[src/rtl/uart_rx_controller.sv]
// uart_rx_controller: oversampled UART receiver.
// Qualifies the start bit, samples each bit mid-cell, checks the stop bit,
// and presents each character on a valid/ready handshake.
module uart_rx_controller #(
    parameter int unsigned OVERSAMPLE = 16,
    parameter int unsigned DATA_BITS  = 8
) (
    input  logic                 clk,
    input  logic                 rst_n,
    input  logic                 sample_tick,
    input  logic                 rx_in,
    input  logic                 rx_ready,
    output logic [DATA_BITS-1:0] rx_data,
    output logic                 rx_valid,
    output logic                 frame_err,
    output logic                 overrun,
    output logic                 busy
);

    localparam int unsigned CNT_W  = $clog2(OVERSAMPLE);
    localparam int unsigned BIDX_W = (DATA_BITS > 1) ? $clog2(DATA_BITS) : 1;

    localparam logic [CNT_W-1:0]  CNT_HALF  = CNT_W'(OVERSAMPLE / 2 - 1);
    localparam logic [CNT_W-1:0]  CNT_LAST  = CNT_W'(OVERSAMPLE - 1);
    localparam logic [BIDX_W-1:0] BIDX_LAST = BIDX_W'(DATA_BITS - 1);

    typedef enum logic [2:0] {
        ST_IDLE,
        ST_START,
        ST_DATA,
        ST_STOP,
        ST_WAIT_HIGH
    } state_t;

    // Synchronizer and registered state
    logic                 r_sync1;
    logic                 r_sync2;
    state_t               r_state;
    logic [CNT_W-1:0]     r_cnt;
    logic [BIDX_W-1:0]    r_bitidx;
    logic [DATA_BITS-1:0] r_shift;
    logic [DATA_BITS-1:0] r_data;
    logic                 r_valid;
    logic                 r_frame_err;
    logic                 r_overrun;
    logic                 r_busy;

    // Next-state values
    logic                 w_rx_s;
    state_t               w_state_next;
    logic [CNT_W-1:0]     w_cnt_next;
    logic [BIDX_W-1:0]    w_bitidx_next;
    logic [DATA_BITS-1:0] w_shift_next;
    logic [DATA_BITS-1:0] w_data_next;
    logic                 w_valid_next;
    logic                 w_frame_err_next;
    logic                 w_overrun_next;

    assign w_rx_s    = r_sync2;
    assign rx_data   = r_data;
    assign rx_valid  = r_valid;
    assign frame_err = r_frame_err;
    assign overrun   = r_overrun;
    assign busy      = r_busy;

    // Two-flop synchronizer on the asynchronous serial line; idles high
    always_ff @(posedge clk or negedge rst_n) begin
        if (!rst_n) begin
            r_sync1 <= 1'b1;
            r_sync2 <= 1'b1;
        end else begin
            r_sync1 <= rx_in;
            r_sync2 <= r_sync1;
        end
    end

    // State register
    always_ff @(posedge clk or negedge rst_n) begin
        if (!rst_n) begin
            r_state <= ST_IDLE;
        end else begin
            r_state <= w_state_next;
        end
    end

    // Next-state, bit timing, shifting and output handshake decisions
    always_comb begin
        w_state_next     = r_state;
        w_cnt_next       = r_cnt;
        w_bitidx_next    = r_bitidx;
        w_shift_next     = r_shift;
        w_data_next      = r_data;
        w_valid_next     = r_valid && !rx_ready;
        w_frame_err_next = 1'b0;
        w_overrun_next   = 1'b0;

        case (r_state)
            ST_IDLE: begin
                if (sample_tick && !w_rx_s) begin
                    w_state_next = ST_START;
                    w_cnt_next   = '0;
                end
            end

            ST_START: begin
                if (sample_tick) begin
                    if (r_cnt == CNT_HALF) begin
                        w_cnt_next = '0;
                        if (!w_rx_s) begin
                            w_state_next  = ST_DATA;
                            w_bitidx_next = '0;
                        end else begin
                            w_state_next = ST_IDLE;
                        end
                    end else begin
                        w_cnt_next = r_cnt + CNT_W'(1);
                    end
                end
            end

            ST_DATA: begin
                if (sample_tick) begin
                    if (r_cnt == CNT_LAST) begin
                        w_cnt_next   = '0;
                        w_shift_next = {w_rx_s, r_shift[DATA_BITS-1:1]};
                        if (r_bitidx == BIDX_LAST) begin
                            w_state_next = ST_STOP;
                        end else begin
                            w_bitidx_next = r_bitidx + BIDX_W'(1);
                        end
                    end else begin
                        w_cnt_next = r_cnt + CNT_W'(1);
                    end
                end
            end

            ST_STOP: begin
                if (sample_tick) begin
                    if (r_cnt == CNT_LAST) begin
                        w_cnt_next = '0;
                        if (w_rx_s) begin
                            w_state_next = ST_IDLE;
                            if (!r_valid || rx_ready) begin
                                w_data_next  = r_shift;
                                w_valid_next = 1'b1;
                            end else begin
                                w_overrun_next = 1'b1;
                            end
                        end else begin
                            w_state_next     = ST_WAIT_HIGH;
                            w_frame_err_next = 1'b1;
                        end
                    end else begin
                        w_cnt_next = r_cnt + CNT_W'(1);
                    end
                end
            end

            ST_WAIT_HIGH: begin
                // a held-low line must return high before a new start is accepted
                if (sample_tick && w_rx_s) begin
                    w_state_next = ST_IDLE;
                end
            end

            default: begin
                w_state_next = ST_IDLE;
            end
        endcase
    end

    // Datapath and output registers
    always_ff @(posedge clk or negedge rst_n) begin
        if (!rst_n) begin
            r_cnt       <= '0;
            r_bitidx    <= '0;
            r_shift     <= '0;
            r_data      <= '0;
            r_valid     <= 1'b0;
            r_frame_err <= 1'b0;
            r_overrun   <= 1'b0;
            r_busy      <= 1'b0;
        end else begin
            r_cnt       <= w_cnt_next;
            r_bitidx    <= w_bitidx_next;
            r_shift     <= w_shift_next;
            r_data      <= w_data_next;
            r_valid     <= w_valid_next;
            r_frame_err <= w_frame_err_next;
            r_overrun   <= w_overrun_next;
            r_busy      <= (w_state_next != ST_IDLE);
        end
    end

endmodule

[config.mk]
export PLATFORM = sky130hd
export DESIGN_NAME = uart_rx_controller
export DESIGN_NICKNAME = d
export VERILOG_FILES = /design/src/rtl/uart_rx_controller.sv
export SDC_FILE = /design/constraint.sdc
export NUM_CORES = 1
export LEC_CHECK = 0
export CAP_MARGIN = 20
export CORE_AREA = 4 4 58 60
export CTS_CLUSTER_SIZE = 12
export DETAILED_ROUTE_END_ITERATION = 16
export DIE_AREA = 0 0 62 64
export PLACE_DENSITY = 0.74
export SLEW_MARGIN = 30
export SYNTH_ARGS = -nofsm -noshare
export SYNTH_HDL_FRONTEND = slang
export SYNTH_SLANG_ARGS = --single-unit
[constraint.sdc]
create_clock -name clk -period 2.45 [get_ports clk]
set_clock_uncertainty 0.05 [all_clocks]
set_input_delay 0.735 -clock clk [delete_from_list [all_inputs] [get_ports clk]]
set_output_delay 0.735 -clock clk [all_outputs]
set_load 0.01 [all_outputs]
==> results.yml, run 1 <==
status:
  status: "finished clean"
setup_path:
  path_class: "in -> reg"
  worst_setup_path_end_kind: "flip-flop"
  cp_top_family: "buffers and inverters"
  r2r_start: "r_cnt[0]"
  cp_slowest_cell: "clkdlybuf4s50_1"
  r2r-end: "r_shift[2]"
  arrival_ns: 2.33
  worst-path-max-fanout: 8
  path_cells: "clkdlybuf4s50_1 -> buf_4 -> nand2b_1 -> nor3_2 -> nand3_2 -> mux2_2"
  rr_worst_depth: 5
  cp_data_required_time_ns: 2.62
  ff2ff_setup_slack_ns: 0.55
  cp-start-kind: "primary input"
  path_buf_inv: 2
  critical_path.max_stage_delay_ns: 0.55
yosys:
  avgSynthCellArea_um2: 13.2
  yosysUniqueCellTypes: 40
  postSynthCellCount: 112
  synth_edf_count: 0
  syn_nets: 120
  synth.mux.area_fraction_pct: 14.8
  synthXorXnorAreaFrac_pct: 0
  synth_compound_area_share_pct: 9.08
  netlist_area_um2: 1480
  synth_flop_cell: "dfrtp_1"
  yosys.area_share.simple_pct: 14.7
  synthArstFlopShare_pct: 100
  yosys.area_share.adder_pct: 2.54
  yosys_warnings: 0
  ys_ff_latch: 32
  synth_top_family_by_area: "multiplexers"
  ys_seq_area_share_pct: 54.5
cells_and_area:
  final_cells: 168
  mostFrequentLayoutCell: "dfrtp_1"
  seqCellArea_um2: 803
  antenna-diode-count: 0
  post-route-util_pct: 59.0
  final_net_count: 142
  final_cell_area_um2: 1730
  drive_gt1_share_pct: 31.1
  n_fill_cell: 265
  area_growth_pct: 17.1
  layout_common_cells: "dfrtp_1, clkdlybuf4s50_1, mux2_2"
  multi_input_area_um2: 606
grt:
  grt_pass1_wl_um: 4200
  antenna_found_initial: 0
  grt_max_degree: 33
  grt_pass1_vias: 901
  gr-usage-all-layers_pct: 14.9
  overflow: 0
power:
  vdd.ir_drop.worst_uv: 657
  p_leak_nw: 0.828
  total_power_mw: 1.33
  power.density_nw_per_um2: 770
floorplanning:
  coreArea_um2: 2930
  num_rows: 20
  die_h_um: 64
  initial_utilization_pct: 50.4
  dieArea_um2: 3970
  io-pin-count: 17
  fp.dieW_um: 62
place:
  gp_routability_congestion: 0.875
  place_area_um2: 1670
  dp_worst_setup_slack_ns: -0.0711
  dp_hpwl_um: 1770
  dpl.cell_count: 160
  port_buffers: 16
timing:
  setup_slack_ns: 0.286
  grt_setup_unrepaired: "no"
  fin_crit_sh_pct: 88.3
  fmax_ghz: 0.462
  max-slew-margin-rel_pct: 72.3
  period_minus_slack_ns: 2.16
  tns_ns: 0
  tightest_slew_ns: 0.412
  maxSlewViolCount: 0
  finalSetupViolCount: 0
  hold_violations: 0
  timing.hold.ws_ns: 0.309
routing:
  drt-wirelength-per-cell_um: 14.8
  antenna_left: 0
  wirelength_um: 2490
  vias: 922
  first_pass_iters: 4
  drc: 0
  drt_iter0_drc: 31
  avgViaCountPerCell: 5.49
cts:
  htree_levels: 2
  cts_tree: "done"
  clockBufferDepth: 2
  cts_buffers: 5
  clkLatencyLatePin_ns: 0.33
  post_cts_resized: 0
  root_buffer: "clkbuf_4"
  clock-sinks: 32
  path_clk_slew_ns: 0.09
  postCtsSetupBuffers: 0
  cts_hold_buf: 0
flow_run:
  maxCapViolCount: 0
min_path:
  hold_path_depth: 0
  min_to: "r_sync2"
  worst_hold_path_type: "reg -> reg"
  min-delay-start: "r_sync1"
[worst max path at each step]
stage                           start          to  slack [ns]  cells after the start
after global routing      sample_tick  rx_data[3]        0.18                      6
after global placement    sample_tick  rx_data[5]       -0.04                      6
after CTS                 sample_tick  rx_data[1]        0.30                      6
after detailed placement  sample_tick  rx_data[3]       -0.07                      6
after floorplan           sample_tick  r_shift[0]        0.64                      4
final                     sample_tick  rx_data[3]        0.29                      6
[cell type report]
type                            count  area share, %
Sequential cell                    32           46.5
Timing Repair Buffer               21           11.4
Clock buffer                        6           2.97
Clock inverter                      2          0.579
Tap cell                           33           2.39
Multi-Input combinational cell     69           35.0
Inverter                            5           1.09
[Yosys cell counts, types with 2 or more instances]
cell,n,share of area (%)
dfrtp_1,30,51
mux2_2,10,7.6
mux2_4,7,7.1
nand2_1,7,1.8
inv_1,5,1.3
nor2_1,5,1.3
a22o_1,3,1.8
ha_1,3,2.5
a211o_2,2,1.4
a22oi_1,2,1.0
buf_4,2,1.0
buf_6,2,1.5
dfstp_2,2,3.6
nand2b_1,2,0.85
nand3_1,2,0.68
nor3_1,2,0.68
nor4_1,2,0.85
o21ai_0,2,0.68
[worst register-to-register path, stage by stage, from the launching register on]
cell	delay [ns]
dfrtp_1	0.39
ha_1	0.32
nand4_4	0.13
or3b_1	0.38
buf_4	0.20
mux2_4	0.31
[report_power, final]
| group | internal, mW | switching (mW) | total (mW) |
|---|---|---|---|
| Sequential | 0.592 | 0.107 | 0.698 |
| Clock | 0.136 | 0.169 | 0.305 |
| Combinational | 0.174 | 0.152 | 0.326 |
| Total | 0.902 | 0.428 | 1.33 |
[per-layer routing]
| layer | part of all wire [%] | GRT usage, % | vias up | wire (um) |
|---|---|---|---|---|
| met5 | 0 | 0 | - | 0 |
| li1 | - | - | 441 | - |
| met4 | 1.8 | 5.57 | 0 | 44 |
| met3 | 5.2 | 6.87 | 5 | 129 |
| met2 | 49 | 22.8 | 16 | 1210 |
| met1 | 44 | 17.8 | 460 | 1100 |
[sequential cells by signal, summed over array words and instances (netlist names)]
| register | count |
|---|---|
| r_cnt | 4 |
| r_shift | 8 |
| rx_data | 8 |
| overrun | 1 |
| r_bitidx | 3 |
| r_sync2 | 1 |
| r_state | 3 |
| rx_valid | 1 |
| busy | 1 |
| r_sync1 | 1 |
| frame_err | 1 |
[kinds of logic after synthesis]
family / count (synthesis)
AOI/OAI and AO/OA: 16
adders and majority gates: 3
buffers and inverters: 11
DFF: 32
muxes: 17
and+or+nand+nor: 33
(Power assumes the default switching activity.)
==> inputs of run 2 (changes only) <==
- PLACE_DENSITY: 0.74 -> 0.84
==> run 2 against run 1 <==
  * Non-clock buffer count stayed put
  * Setup slack better by 0.053 ns
  * First-iteration DRC count is 77% higher
  * Largest power group unchanged
==> results.yml, run 2 (synthesis gave the netlist of run 1 again) <==
status:
  status: "finished clean"
timing:
  hold_violations: 0
  tightest_slew_ns: 0.395
  tns_ns: 0
  finalSetupViolCount: 0
  max-slew-margin-rel_pct: 73.0
  fin_crit_sh_pct: 86.2
  grt_setup_unrepaired: "no"
  period_minus_slack_ns: 2.11
  maxSlewViolCount: 0
  fmax_ghz: 0.474
  timing.hold.ws_ns: 0.312
setup_path:
  r2r-end: "r_shift[1]"
  worst-path-max-fanout: 8
  worst_setup_path_end_kind: "flip-flop"
  arrival_ns: 2.29
  ff2ff_setup_slack_ns: 0.57
  rr_worst_depth: 5
  path_class: "in -> reg"
  cp-start-kind: "primary input"
  r2r_start: "r_cnt[0]"
  cp_data_required_time_ns: 2.62
cts:
  post_cts_resized: 0
  clockBufferDepth: 2
  path_clk_slew_ns: 0.10
  clock-sinks: 32
  clkLatencyLatePin_ns: 0.33
  cts_buffers: 5
  postCtsSetupBuffers: 0
  root_buffer: "clkbuf_4"
  cts_hold_buf: 0
  cts_tree: "done"
  htree_levels: 2
routing:
  drt-wirelength-per-cell_um: 14.3
  wirelength_um: 2400
  drt_iter0_drc: 55
  avgViaCountPerCell: 5.48
  antenna_left: 0
  vias: 920
  first_pass_iters: 4
  drc: 0
min_path:
  min-delay-start: "r_sync1"
  min_to: "r_sync2"
  hold_path_depth: 0
  worst_hold_path_type: "reg -> reg"
cells_and_area:
  area_growth_pct: 18.4
  antenna-diode-count: 0
  layout_common_cells: "dfrtp_1, clkdlybuf4s50_1, mux2_2"
  final_net_count: 142
  mostFrequentLayoutCell: "dfrtp_1"
  drive_gt1_share_pct: 31.1
floorplanning:
  coreArea_um2: 2930
  io-pin-count: 17
  num_rows: 20
  initial_utilization_pct: 50.4
  die_h_um: 64
  fp.dieW_um: 62
  dieArea_um2: 3970
flow_run:
  maxCapViolCount: 0
grt:
  gr-usage-all-layers_pct: 13.8
  overflow: 0
  grt_max_degree: 33
  grt_pass1_vias: 907
  grt_pass1_wl_um: 4060
  antenna_found_initial: 0
power:
  p_leak_nw: 0.832
  vdd.ir_drop.worst_uv: 663
  power.density_nw_per_um2: 806
place:
  port_buffers: 16
  gp_routability_congestion: 0.853
  dp_hpwl_um: 1710
-- run 2: cell types whose count changed in the layout (fill, tap and decap cells not counted) --
cell,previous run,this run
bufinv_16,0,1
clkbuf_8,1,0
clkinv_2,2,1
clkinvlp_4,0,1
-- run 2: how the worst max path moves through the flow --
stage / start / to / slack (ns) / depth (start not counted)
after floorplan: sample_tick / r_shift[0] / 0.64 / 4
after global placement: sample_tick / rx_data[7] / 0.0002 / 6
after detailed placement: sample_tick / rx_data[3] / -0.04 / 6
after CTS: sample_tick / rx_data[3] / 0.34 / 6
after global routing: sample_tick / rx_data[5] / 0.24 / 6
final: sample_tick / rx_data[3] / 0.34 / 6
-- run 2: final cells by class --
| type | count | area (um2) |
|---|---|---|
| Inverter | 5 | 18.8 |
| Clock buffer | 5 | 37.5 |
| Timing Repair Buffer | 21 | 198 |
| Clock inverter | 3 | 42.5 |
| Multi-Input combinational cell | 69 | 606 |
| Sequential cell | 32 | 803 |
| Tap cell | 33 | 41.3 |
| Fill cell | 241 | 1180 |
-- run 2: report_power, final --
| group | switching, mW | internal [mW] | total [mW] |
|---|---|---|---|
| sequential | 0.105 | 0.592 | 0.697 |
| combinational | 0.146 | 0.174 | 0.320 |
| clock | 0.178 | 0.213 | 0.391 |
| total | 0.429 | 0.978 | 1.41 |
-- run 2: worst max-delay path, stage by stage --
cell,delay (ns)
clkdlybuf4s50_1,0.52
buf_4,0.14
nand2b_1,0.10
nor3_2,0.21
nand3_2,0.24
mux2_2,0.34
-- run 2: routing by layer --
layer / share of wire (%) / global-route usage [%]
met1: 43 / 17.1
met2: 49 / 21.6
met3: 5.6 / 5.66
met4: 1.5 / 3.98
met5: 0 / 0
-- run 2: metrics by stage --
| step | setup slack (ns) | instances | cell area, um2 | total power, mW | util, % |
|---|---|---|---|---|---|
| 3_5_place_dp | -0.0398 | 160 | 1670 | 1.03 | 56.9 |
| 2_1_floorplan | 0.641 | 112 | 1480 | 0.969 | - |
| 3_3_place_gp | 0.000188 | 160 | 1670 | 1.01 | 56.9 |
| 4_1_cts | 0.338 | 168 | 1750 | 1.43 | 59.7 |
| 6_report | 0.338 | 168 | 1750 | 1.41 | 59.7 |
| 5_1_grt | 0.243 | 168 | 1750 | 1.50 | 59.7 |
==> inputs of run 3 (changes only) <==
==> constraint.sdc (replaced) <==
create_clock -name clk -period 2.45 [get_ports clk]
set_clock_uncertainty 0.05 [all_clocks]
set_input_delay 0.49 -clock clk [delete_from_list [all_inputs] [get_ports clk]]
set_output_delay 0.49 -clock clk [all_outputs]
set_load 0.01 [all_outputs]
==> run 3 against run 2 <==
  * Die area did not move
  * First-iteration DRC count decreased by 42%
  * Core utilization fell by 1.8 points
  * Via count up 0.22%
  * Hold slack got worse by 0.0030 ns
  * Non-clock buffer count decreased by 4
  * Critical path depth down 2
  * Final cell count fell by 2.4%
  * Design area shrank 2.9%
  * Clock power is 20% lower
  * Routed wire length is 0.29% higher
  * Sequential share of layout area rose by 1.4 points
  * Critical path type unchanged
  * Largest power group unchanged
==> results.yml, run 3 (synthesis gave the netlist of run 1 again) <==
cts:
  cts_buffers: 5
  clockBufferDepth: 2
  clkLatencyLatePin_ns: 0.33
  path_clk_slew_ns: 0.09
  cts_tree: "done"
  postCtsSetupBuffers: 0
  cts_hold_buf: 0
  htree_levels: 2
  clock-sinks: 32
  post_cts_resized: 0
  root_buffer: "clkbuf_4"
timing:
  maxSlewViolCount: 0
  fin_crit_sh_pct: 84.3
  max-slew-margin-rel_pct: 63.5
  finalSetupViolCount: 0
  tns_ns: 0
  fmax_ghz: 0.484
  period_minus_slack_ns: 2.06
  grt_setup_unrepaired: "no"
  hold_violations: 0
  tightest_slew_ns: 0.548
setup_path:
  path_buf_inv: 1
  critPathLaunch: "sample_tick"
  worst-path-max-fanout: 10
  cp_top_family: "simple AND/OR/NAND/NOR gates"
  r2r-end: "r_shift[2]"
  cp_slowest_cell: "or3b_1"
  cp-start-kind: "primary input"
  critical_path.max_stage_delay_ns: 0.64
  cp_data_required_time_ns: 2.61
  crit_end: "r_shift[2]"
  worst_setup_path_end_kind: "flip-flop"
  arrival_ns: 2.23
  crit_cells: 4
  rr_worst_depth: 4
  r2r_start: "r_cnt[0]"
  ff2ff_setup_slack_ns: 0.43
  path_class: "in -> reg"
  path_cells: "clkdlybuf4s50_1 -> nand4_4 -> or3b_1 -> mux2_4"
cells_and_area:
  mostFrequentLayoutCell: "dfrtp_1"
  layout_common_cells: "dfrtp_1, clkdlybuf4s50_1, mux2_2"
  antenna-diode-count: 0
  seqCellArea_um2: 803
  n_fill_cell: 247
  final_net_count: 138
  post-route-util_pct: 57.9
  multi_input_area_um2: 606
  drive_gt1_share_pct: 27.5
  area_growth_pct: 14.9
floorplanning:
  fp.dieW_um: 62
  dieArea_um2: 3970
  coreArea_um2: 2930
  die_h_um: 64
  io-pin-count: 17
  initial_utilization_pct: 50.4
  num_rows: 20
flow_run:
  maxCapViolCount: 0
grt:
  grt_max_degree: 33
  grt_pass1_vias: 940
  overflow: 0
  gr-usage-all-layers_pct: 14.0
  grt_pass1_wl_um: 4110
  antenna_found_initial: 0
routing:
  drc: 0
  vias: 922
  drt_iter0_drc: 32
  first_pass_iters: 4
  wirelength_um: 2410
  drt-wirelength-per-cell_um: 14.7
  avgViaCountPerCell: 5.62
  antenna_left: 0
place:
  gp_routability_congestion: 0.798
  port_buffers: 16
  dp_hpwl_um: 1700
power:
  power.density_nw_per_um2: 783
  p_leak_nw: 0.805
  vdd.ir_drop.worst_uv: 634
  total_power_mw: 1.33
min_path:
  worst_hold_path_type: "reg -> reg"
status:
  status: "finished clean"
[run 3: cell count changes in the layout (fill, tap and decap cells not counted)]
cell / delta
buf_4: -4
clkbuf_1: +2
bufinv_16: -1
clkbuf_8: +1
clkinv_2: -1
clkinvlp_4: -1
[run 3: where the power goes]
| part | internal, mW | total (mW) | switching (mW) |
|---|---|---|---|
| sequential | 0.591 | 0.698 | 0.107 |
| combinational | 0.169 | 0.319 | 0.150 |
| clock | 0.142 | 0.311 | 0.169 |
[run 3: cell type report]
cell class | count | area share, %
Sequential cell | 32 | 47.4
Clock buffer | 8 | 3.47
Multi-Input combinational cell | 69 | 35.7
Inverter | 5 | 1.11
Tap cell | 33 | 2.44
Timing Repair Buffer | 17 | 9.89
[run 3: routing by layer]
layer	global-route usage [%]	share of wire, %
met1	17.1	44
met2	22.3	48
met3	5.45	6.6
met4	4.24	1.3
met5	0	0
[run 3: worst min-delay path by stage]
stage	startpoint	endpoint	cells past startpoint
floorplan	rst_n	busy	0
global placement	r_sync1	r_sync2	0
detailed placement	r_sync1	r_sync2	0
CTS	r_sync1	r_sync2	0
global route	r_sync1	r_sync2	0
finish	r_sync1	r_sync2	0
[run 3: per-stage QoR]
| step | setup WS [ns] | cell area, um2 | hold slack (ns) | std cells |
|---|---|---|---|---|
| 2_1_floorplan | 0.715 | 1480 | 0.144 | 112 |
| 3_3_place_gp | 0.103 | 1640 | 0.296 | 156 |
| 3_5_place_dp | 0.0439 | 1640 | 0.297 | 156 |
| 4_1_cts | 0.397 | 1700 | 0.311 | 164 |
| 5_1_grt | 0.350 | 1700 | 0.314 | 164 |
| 6_report | 0.386 | 1700 | 0.309 | 164 |
